$ cat src/rtl/serial_tx_framer_if.sv
// Bundles the producer-side controls and status of the serial framer.
// Pure wiring: no storage, no added latency.
// Status outputs are the only feedback; the producer watches HoldFull/SampleErr.
interface serial_tx_framer_if #(
  parameter int WIDTH = 32,
  parameter int DIV_W = 16
);
  logic [WIDTH-1:0] DataIn;
  logic             Sample;
  logic             StartTx;
  logic             Abort;
  logic [DIV_W-1:0] BitDiv;
  logic             Dout;
  logic             TxBusy;
  logic             TxDone;
  logic             HoldFull;
  logic             SampleErr;

  modport master (
    output DataIn, Sample, StartTx, Abort, BitDiv,
    input  Dout, TxBusy, TxDone, HoldFull, SampleErr
  );

  modport slave (
    input  DataIn, Sample, StartTx, Abort, BitDiv,
    output Dout, TxBusy, TxDone, HoldFull, SampleErr
  );
endinterface

$ cat src/rtl/serial_tx_framer.sv
// Serial framer: start, WIDTH data bits, optional parity, stop; divider-derived bit rate.
// Start bit on Dout one clock after an accepted StartTx; each bit lasts BitDiv+1 clocks.
// One-word holding buffer; a Sample into a full, non-draining buffer is dropped with SampleErr.
module serial_tx_framer #(
  parameter int WIDTH      = 32,
  parameter int DIV_W      = 16,
  parameter bit LSB_FIRST  = 1'b0,
  parameter bit PARITY_EN  = 1'b1,
  parameter bit PARITY_ODD = 1'b0,
  parameter bit IDLE_LVL   = 1'b1
) (
  input logic Clk,
  input logic Reset,
  serial_tx_framer_if.slave bus
);

  localparam int CW = (WIDTH > 1) ? $clog2(WIDTH) : 1;
  localparam logic [CW-1:0] LAST_BIT = CW'(WIDTH - 1);

  typedef enum logic [2:0] {IDLE, START, DATA, PARITY, STOP} state_t;

  state_t           state;
  logic [DIV_W-1:0] divcnt;
  logic [DIV_W-1:0] div_lat;
  logic [CW-1:0]    bitcnt;
  logic [WIDTH-1:0] shreg;
  logic [WIDTH-1:0] hold;
  logic             hold_full;
  logic             pending;
  logic             par;
  logic             dout;
  logic             txbusy;
  logic             txdone;
  logic             sample_err;

  logic             div_tc;
  logic             stop_end;
  logic             go_idle_start;
  logic             go_b2b;
  logic             frame_go;
  logic             hold_xfer;
  logic [WIDTH-1:0] load_word;

  // A frame launches from IDLE on StartTx if the holding buffer is full or a word
  // bypasses it this cycle; at the end of STOP it relaunches only from the buffer.
  always_comb begin
    div_tc        = (divcnt == div_lat);
    stop_end      = (state == STOP) && div_tc && !bus.Abort;
    go_idle_start = (state == IDLE) && bus.StartTx && !bus.Abort && (hold_full || bus.Sample);
    go_b2b        = stop_end && (pending || bus.StartTx) && hold_full;
    frame_go      = go_idle_start || go_b2b;
    hold_xfer     = frame_go && hold_full;
    load_word     = hold_full ? hold : bus.DataIn;
  end

  // Holding buffer: fill when empty, refill on the cycle it drains, otherwise flag the drop.
  always_ff @(posedge Clk or negedge Reset) begin
    if (!Reset) begin
      hold       <= '0;
      hold_full  <= 1'b0;
      sample_err <= 1'b0;
    end else begin
      sample_err <= 1'b0;
      if (bus.Sample) begin
        if (!hold_full) begin
          // When the word bypasses straight into the shifter the buffer stays empty.
          if (!go_idle_start) begin
            hold      <= bus.DataIn;
            hold_full <= 1'b1;
          end
        end else if (hold_xfer) begin
          hold <= bus.DataIn;
        end else begin
          sample_err <= 1'b1;
        end
      end else if (hold_xfer) begin
        hold_full <= 1'b0;
      end
    end
  end

  // Frame sequencer with registered line and status outputs.
  always_ff @(posedge Clk or negedge Reset) begin
    if (!Reset) begin
      state   <= IDLE;
      divcnt  <= '0;
      div_lat <= '0;
      bitcnt  <= '0;
      shreg   <= '0;
      pending <= 1'b0;
      par     <= 1'b0;
      dout    <= IDLE_LVL;
      txbusy  <= 1'b0;
      txdone  <= 1'b0;
    end else begin
      txdone <= 1'b0;
      if (state != IDLE) begin
        if (bus.Abort) begin
          state   <= IDLE;
          dout    <= IDLE_LVL;
          txbusy  <= 1'b0;
          pending <= 1'b0;
        end else begin
          if (bus.StartTx) pending <= 1'b1;
          if (!div_tc) begin
            divcnt <= divcnt + DIV_W'(1);
          end else begin
            divcnt <= '0;
            case (state)
              START: begin
                state <= DATA;
                dout  <= LSB_FIRST ? shreg[0] : shreg[WIDTH-1];
              end
              DATA: begin
                if (bitcnt == LAST_BIT) begin
                  bitcnt <= '0;
                  if (PARITY_EN) begin
                    state <= PARITY;
                    dout  <= par;
                  end else begin
                    state <= STOP;
                    dout  <= IDLE_LVL;
                  end
                end else begin
                  bitcnt <= bitcnt + CW'(1);
                  if (LSB_FIRST) begin
                    shreg <= {1'b0, shreg[WIDTH-1:1]};
                    dout  <= shreg[1];
                  end else begin
                    shreg <= {shreg[WIDTH-2:0], 1'b0};
                    dout  <= shreg[WIDTH-2];
                  end
                end
              end
              PARITY: begin
                state <= STOP;
                dout  <= IDLE_LVL;
              end
              STOP: begin
                // Back-to-back relaunch is applied below and overrides this return to idle.
                txdone  <= 1'b1;
                state   <= IDLE;
                txbusy  <= 1'b0;
                pending <= 1'b0;
              end
              default: begin
                state <= IDLE;
                dout  <= IDLE_LVL;
              end
            endcase
          end
        end
      end
      // Frame launch: divisor and word are latched here so later input changes do not disturb the frame.
      if (frame_go) begin
        state   <= START;
        dout    <= ~IDLE_LVL;
        txbusy  <= 1'b1;
        divcnt  <= '0;
        bitcnt  <= '0;
        div_lat <= bus.BitDiv;
        shreg   <= load_word;
        par     <= PARITY_ODD ? ~^load_word : ^load_word;
        pending <= 1'b0;
      end
    end
  end

  assign bus.Dout      = dout;
  assign bus.TxBusy    = txbusy;
  assign bus.TxDone    = txdone;
  assign bus.HoldFull  = hold_full;
  assign bus.SampleErr = sample_err;

endmodule

$ cat src/flat_wrapper.sv
// flat-port wrapper written by rule: the top's interface ports become plain ports
module serial_tx_framer_flat 
#(
  parameter int WIDTH      = 32,
  parameter int DIV_W      = 16,
  parameter bit LSB_FIRST  = 1'b0,
  parameter bit PARITY_EN  = 1'b1,
  parameter bit PARITY_ODD = 1'b0,
  parameter bit IDLE_LVL   = 1'b1
)
  (Clk, Reset, bus_DataIn, bus_Sample, bus_StartTx, bus_Abort, bus_BitDiv, bus_Dout, bus_TxBusy, bus_TxDone, bus_HoldFull, bus_SampleErr);
  serial_tx_framer_if #(.WIDTH(WIDTH), .DIV_W(DIV_W)) bus_i ();
  input logic Clk;
  input logic Reset;
  input wire logic [$bits(bus_i.DataIn)-1:0] bus_DataIn;
  input wire logic [$bits(bus_i.Sample)-1:0] bus_Sample;
  input wire logic [$bits(bus_i.StartTx)-1:0] bus_StartTx;
  input wire logic [$bits(bus_i.Abort)-1:0] bus_Abort;
  input wire logic [$bits(bus_i.BitDiv)-1:0] bus_BitDiv;
  output wire logic [$bits(bus_i.Dout)-1:0] bus_Dout;
  output wire logic [$bits(bus_i.TxBusy)-1:0] bus_TxBusy;
  output wire logic [$bits(bus_i.TxDone)-1:0] bus_TxDone;
  output wire logic [$bits(bus_i.HoldFull)-1:0] bus_HoldFull;
  output wire logic [$bits(bus_i.SampleErr)-1:0] bus_SampleErr;
  assign bus_i.DataIn = bus_DataIn;
  assign bus_i.Sample = bus_Sample;
  assign bus_i.StartTx = bus_StartTx;
  assign bus_i.Abort = bus_Abort;
  assign bus_i.BitDiv = bus_BitDiv;
  assign bus_Dout = bus_i.Dout;
  assign bus_TxBusy = bus_i.TxBusy;
  assign bus_TxDone = bus_i.TxDone;
  assign bus_HoldFull = bus_i.HoldFull;
  assign bus_SampleErr = bus_i.SampleErr;
  serial_tx_framer #(.WIDTH(WIDTH), .DIV_W(DIV_W), .LSB_FIRST(LSB_FIRST), .PARITY_EN(PARITY_EN), .PARITY_ODD(PARITY_ODD), .IDLE_LVL(IDLE_LVL)) u_core (.Clk(Clk), .Reset(Reset), .bus(bus_i));
endmodule
$ cat config.mk
export PLATFORM = sky130hd
export DESIGN_NAME = serial_tx_framer_flat
export DESIGN_NICKNAME = d
export VERILOG_FILES = /design/src/rtl/serial_tx_framer_if.sv /design/src/rtl/serial_tx_framer.sv /design/src/flat_wrapper.sv
export SDC_FILE = /design/constraint.sdc
export NUM_CORES = 1
export LEC_CHECK = 0
export ABC_AREA = 1
export CAP_MARGIN = 15
export CORE_ASPECT_RATIO = 1.25
export CORE_MARGIN = 2
export CORE_UTILIZATION = 55
export CTS_BUF_LIST = sky130_fd_sc_hd__clkbuf_16
export CTS_CLUSTER_DIAMETER = 50
export DETAILED_ROUTE_END_ITERATION = 8
export PLACE_DENSITY = 0.84
export SYNTH_ARGS = -nofsm -noshare
export SYNTH_HDL_FRONTEND = slang
export SYNTH_SLANG_ARGS = --single-unit
$ cat constraint.sdc
create_clock -name Clk -period 4.4 [get_ports Clk]
set_clock_uncertainty 0.2 [all_clocks]
set_input_delay 0.88 -clock Clk [delete_from_list [all_inputs] [get_ports Clk]]
set_output_delay 0.88 -clock Clk [all_outputs]
set_load 0.005 [all_outputs]
==> results.md <==
* I/O Pins at 58
* Crit path DAT at between 3 and 4 ns
* Total gr overflow at 0
* Cell mode on critical path: nand2_1
* Starting Density at 56.31%
* Syn nets at 1168
* Clock Tree Buf Depth at 2
* Placer Congestion at approximately 0.84
* Max cap viols at 0
* CP Cell Sequence: clkdlybuf4s50_1 > inv_2 > nand2_1 > clkinv_1 > nand4_2 > nand2_2 > inv_2 > nand2_4 > nand2_2 > nand2_1 > nand2_1
* Hold_buf cts at 0
* WL/cell at 12.61 µm
* Pre-Repair DR Iteration Count at 5
* Top_reg_cell synth: dfrtp_1
* CTS sink cnt at about 110
* Via density at just over 5
* Post-synth EDFFs at 0
* Commonest cells in the netlist: nand2_1, nand3_1, dfrtp_1
* Clock Latency Late Sink at 0.36 ns
* DRT iter0 DRCs at 558
* Fin. Hold Viols at 0
* Part of the cycle the worst path needs at 72.55%
* Outcome: finished, final reports clean
* Clock-pin slew on the worst setup and hold paths at 0.07 ns
* Register Area at 2780 µm²
* Synth top area share at 38.43%
* Core area at between 10000 and 15000 µm²
* Crit Path Category: input pin to flip-flop
* H-tree Lvls at 3
* Post-synth top area cell: dfrtp_1
* Transition time of the tightest slew-check pin at just over 0.8 ns
* GRT Total Usage at 25.00%
* CP required at approximately 4.4 ns
* Antenna-violating nets left at 0
* Setup TNS at 0 ns
* Root buffer cell: clkbuf_16
* Multi-input logic area at 3745 µm²
* Synth unique cells at 33
* Routed WL at roughly 17000 µm
* HPWL after DPL at ~11000 µm
* Die height at between 100 and 150 µm
* Dpl cell area at just under 8000 µm²
* Crit path largest cell delay at a little under 0.5 ns
* Site Rows at 46
* Top post-synthesis cells by area: dfrtp_1, nand2_1, nand3_1, inv_1, nor2_1
* Fillers at between 1000 and 1500
* Post-synthesis cell count at ~1100
* Vias in the first global route at approximately 6500
* Pwr Density at 606.3 nW/µm²
* # nets final at 1194
* Crit end category: flip-flop
* Fraction of layout cells with a size suffix above 1 at under 10%
* Total die area at 13960 µm²
* Drt drc at 0
* RSZ-0062 raised after global routing: no
* Peak supply drop at about 0.27 mV
* Worst min-delay path class: flip-flop to flip-flop
* Die W at between 100 and 150 µm
* Post-route cell area at 8003 µm²
* # port buffers at 57
* Post-CTS Resized at 0
* Most frequent cell after synthesis: nand2_1
* Leakage Power at approximately 0.0044 µW
* Crit start category: input pin
* CTS tree: built
* Post-CTS Setup Inserts at 0
* Area of the mapped netlist at 7162 µm²
* Placed cell count at roughly 1300
* Number of diodes at 0
* CP max FO at 35
* Setup-failing EPs final at 0
* CP max stage cell: nand2_2
* Area delta synth->final at 11.74%
* Vias at between 6000 and 7000
* Count of pins over their slew limit at 0
* Min cycle time layout at 3.192 ns
* Async set-or-reset flop fraction in the synthesized netlist at 100.0%
* Yosys reg bits at roughly 110
* Finished Layout Cells at between 1000 and 1500
* Post-synthesis area per instance at about 6.4 µm²
* Yosys warnings at 0
* Peak Freq at ~310 MHz
* Seq/Total Area, Yosys at approximately two fifths
* Largest net degree at the start of global routing at between 60 and 70
* First-pass GRT wire length at between 20000 and 30000 µm
* Initial antenna violation count at 0
* Total CTS buffers at 9
* Worst slew margin at 45.23%
## final timing paths
kind,from,to,slack (ns),cells past startpoint
hold reg to reg,u_core.hold[21],u_core.hold[21],0.27,2
hold / removal,u_core.hold[21],u_core.hold[21],0.27,2
max in group asynchronous,Reset,u_core.bus.Dout,2.82,2
setup / recovery,bus_Abort,u_core.hold[13],1.21,11
setup reg to reg,u_core.divcnt[9],u_core.shreg[16],1.36,10
min in group asynchronous,Reset,u_core.div_lat[8],0.39,1
## power by group
group          leakage, µW  internal (µW)  switching, µW  total (µW)
clock network     0.000149            433            369         802
logic              0.00284            848           1500        2350
registers          0.00144           1410            298        1700
## registers in the layout, summed over array words and instances (netlist names)
register and cells:
u_core.bitcnt 5, u_core.bus.Dout 1, u_core.bus.HoldFull 1, u_core.bus.SampleErr 1
u_core.bus.TxBusy 1, u_core.bus.TxDone 1, u_core.div_lat 16, u_core.divcnt 16
u_core.hold 32, u_core.par 1, u_core.pending 1, u_core.shreg 32
u_core.state 3
## routing by layer
metal  vias to the layer above  wire length, µm  global-route usage [%]
met4                         0              379                   10.31
met5                         -                0                       0
met3                        30              683                   2.976
met2                       182             8192                   43.41
li1                       3517                -                       -
met1                      3057             7275                   31.36
## cells in the final DEF, fill, tap and decap left out, types with 9 or more instances in the layout
| master | instances |
|---|---|
| nand2_1 | 582 |
| buf_4 | 10 |
| clkbuf_16 | 9 |
| nor2_1 | 37 |
| dfrtp_1 | 109 |
| nand3_1 | 139 |
| xnor2_1 | 11 |
| inv_1 | 83 |
| o21ai_1 | 25 |
| o21ai_0 | 11 |
| xor2_1 | 10 |
| nand4_1 | 15 |
| nor3_1 | 9 |
| clkdlybuf4s50_1 | 56 |
## logic make-up after synthesis
family          after synthesis  synth area share, %
flops                       111                38.80
xor+xnor                     21                2.568
buf+inv                     140                8.910
compound gates               42                3.512
simple gates                795                45.69
fa+ha+maj                     3               0.5242
## critical path: cells and delay by family
family | cells | cell delay (ns)
buffers and inverters | 4 | 0.76
AND/OR/NAND/NOR | 7 | 1.59
## layout make-up
type / instances / area share, %
clock buffer: 9 / 2.814
clock inverter: 7 / 0.7036
inverter: 88 / 4.128
multi-input combinational: 861 / 46.79
sequential: 111 / 34.74
tap: 168 / 2.627
timing repair buffer: 67 / 8.193
## through the flow
stage / total power, µW / util [%] / hold slack, ns / setup slack, ns
2_1_floorplan: 3535 / - / 0.2419 / 2.127
3_3_place_gp: 3950 / 60.70 / 0.2546 / 0.9117
3_5_place_dp: 4041 / 60.70 / 0.2588 / 0.8279
4_1_cts: 4863 / 62.92 / 0.2758 / 1.186
5_1_grt: 5343 / 62.92 / 0.2886 / 0.9307
6_report: 4852 / 62.92 / 0.2713 / 1.208
Power figures use the tool's default switching activity.
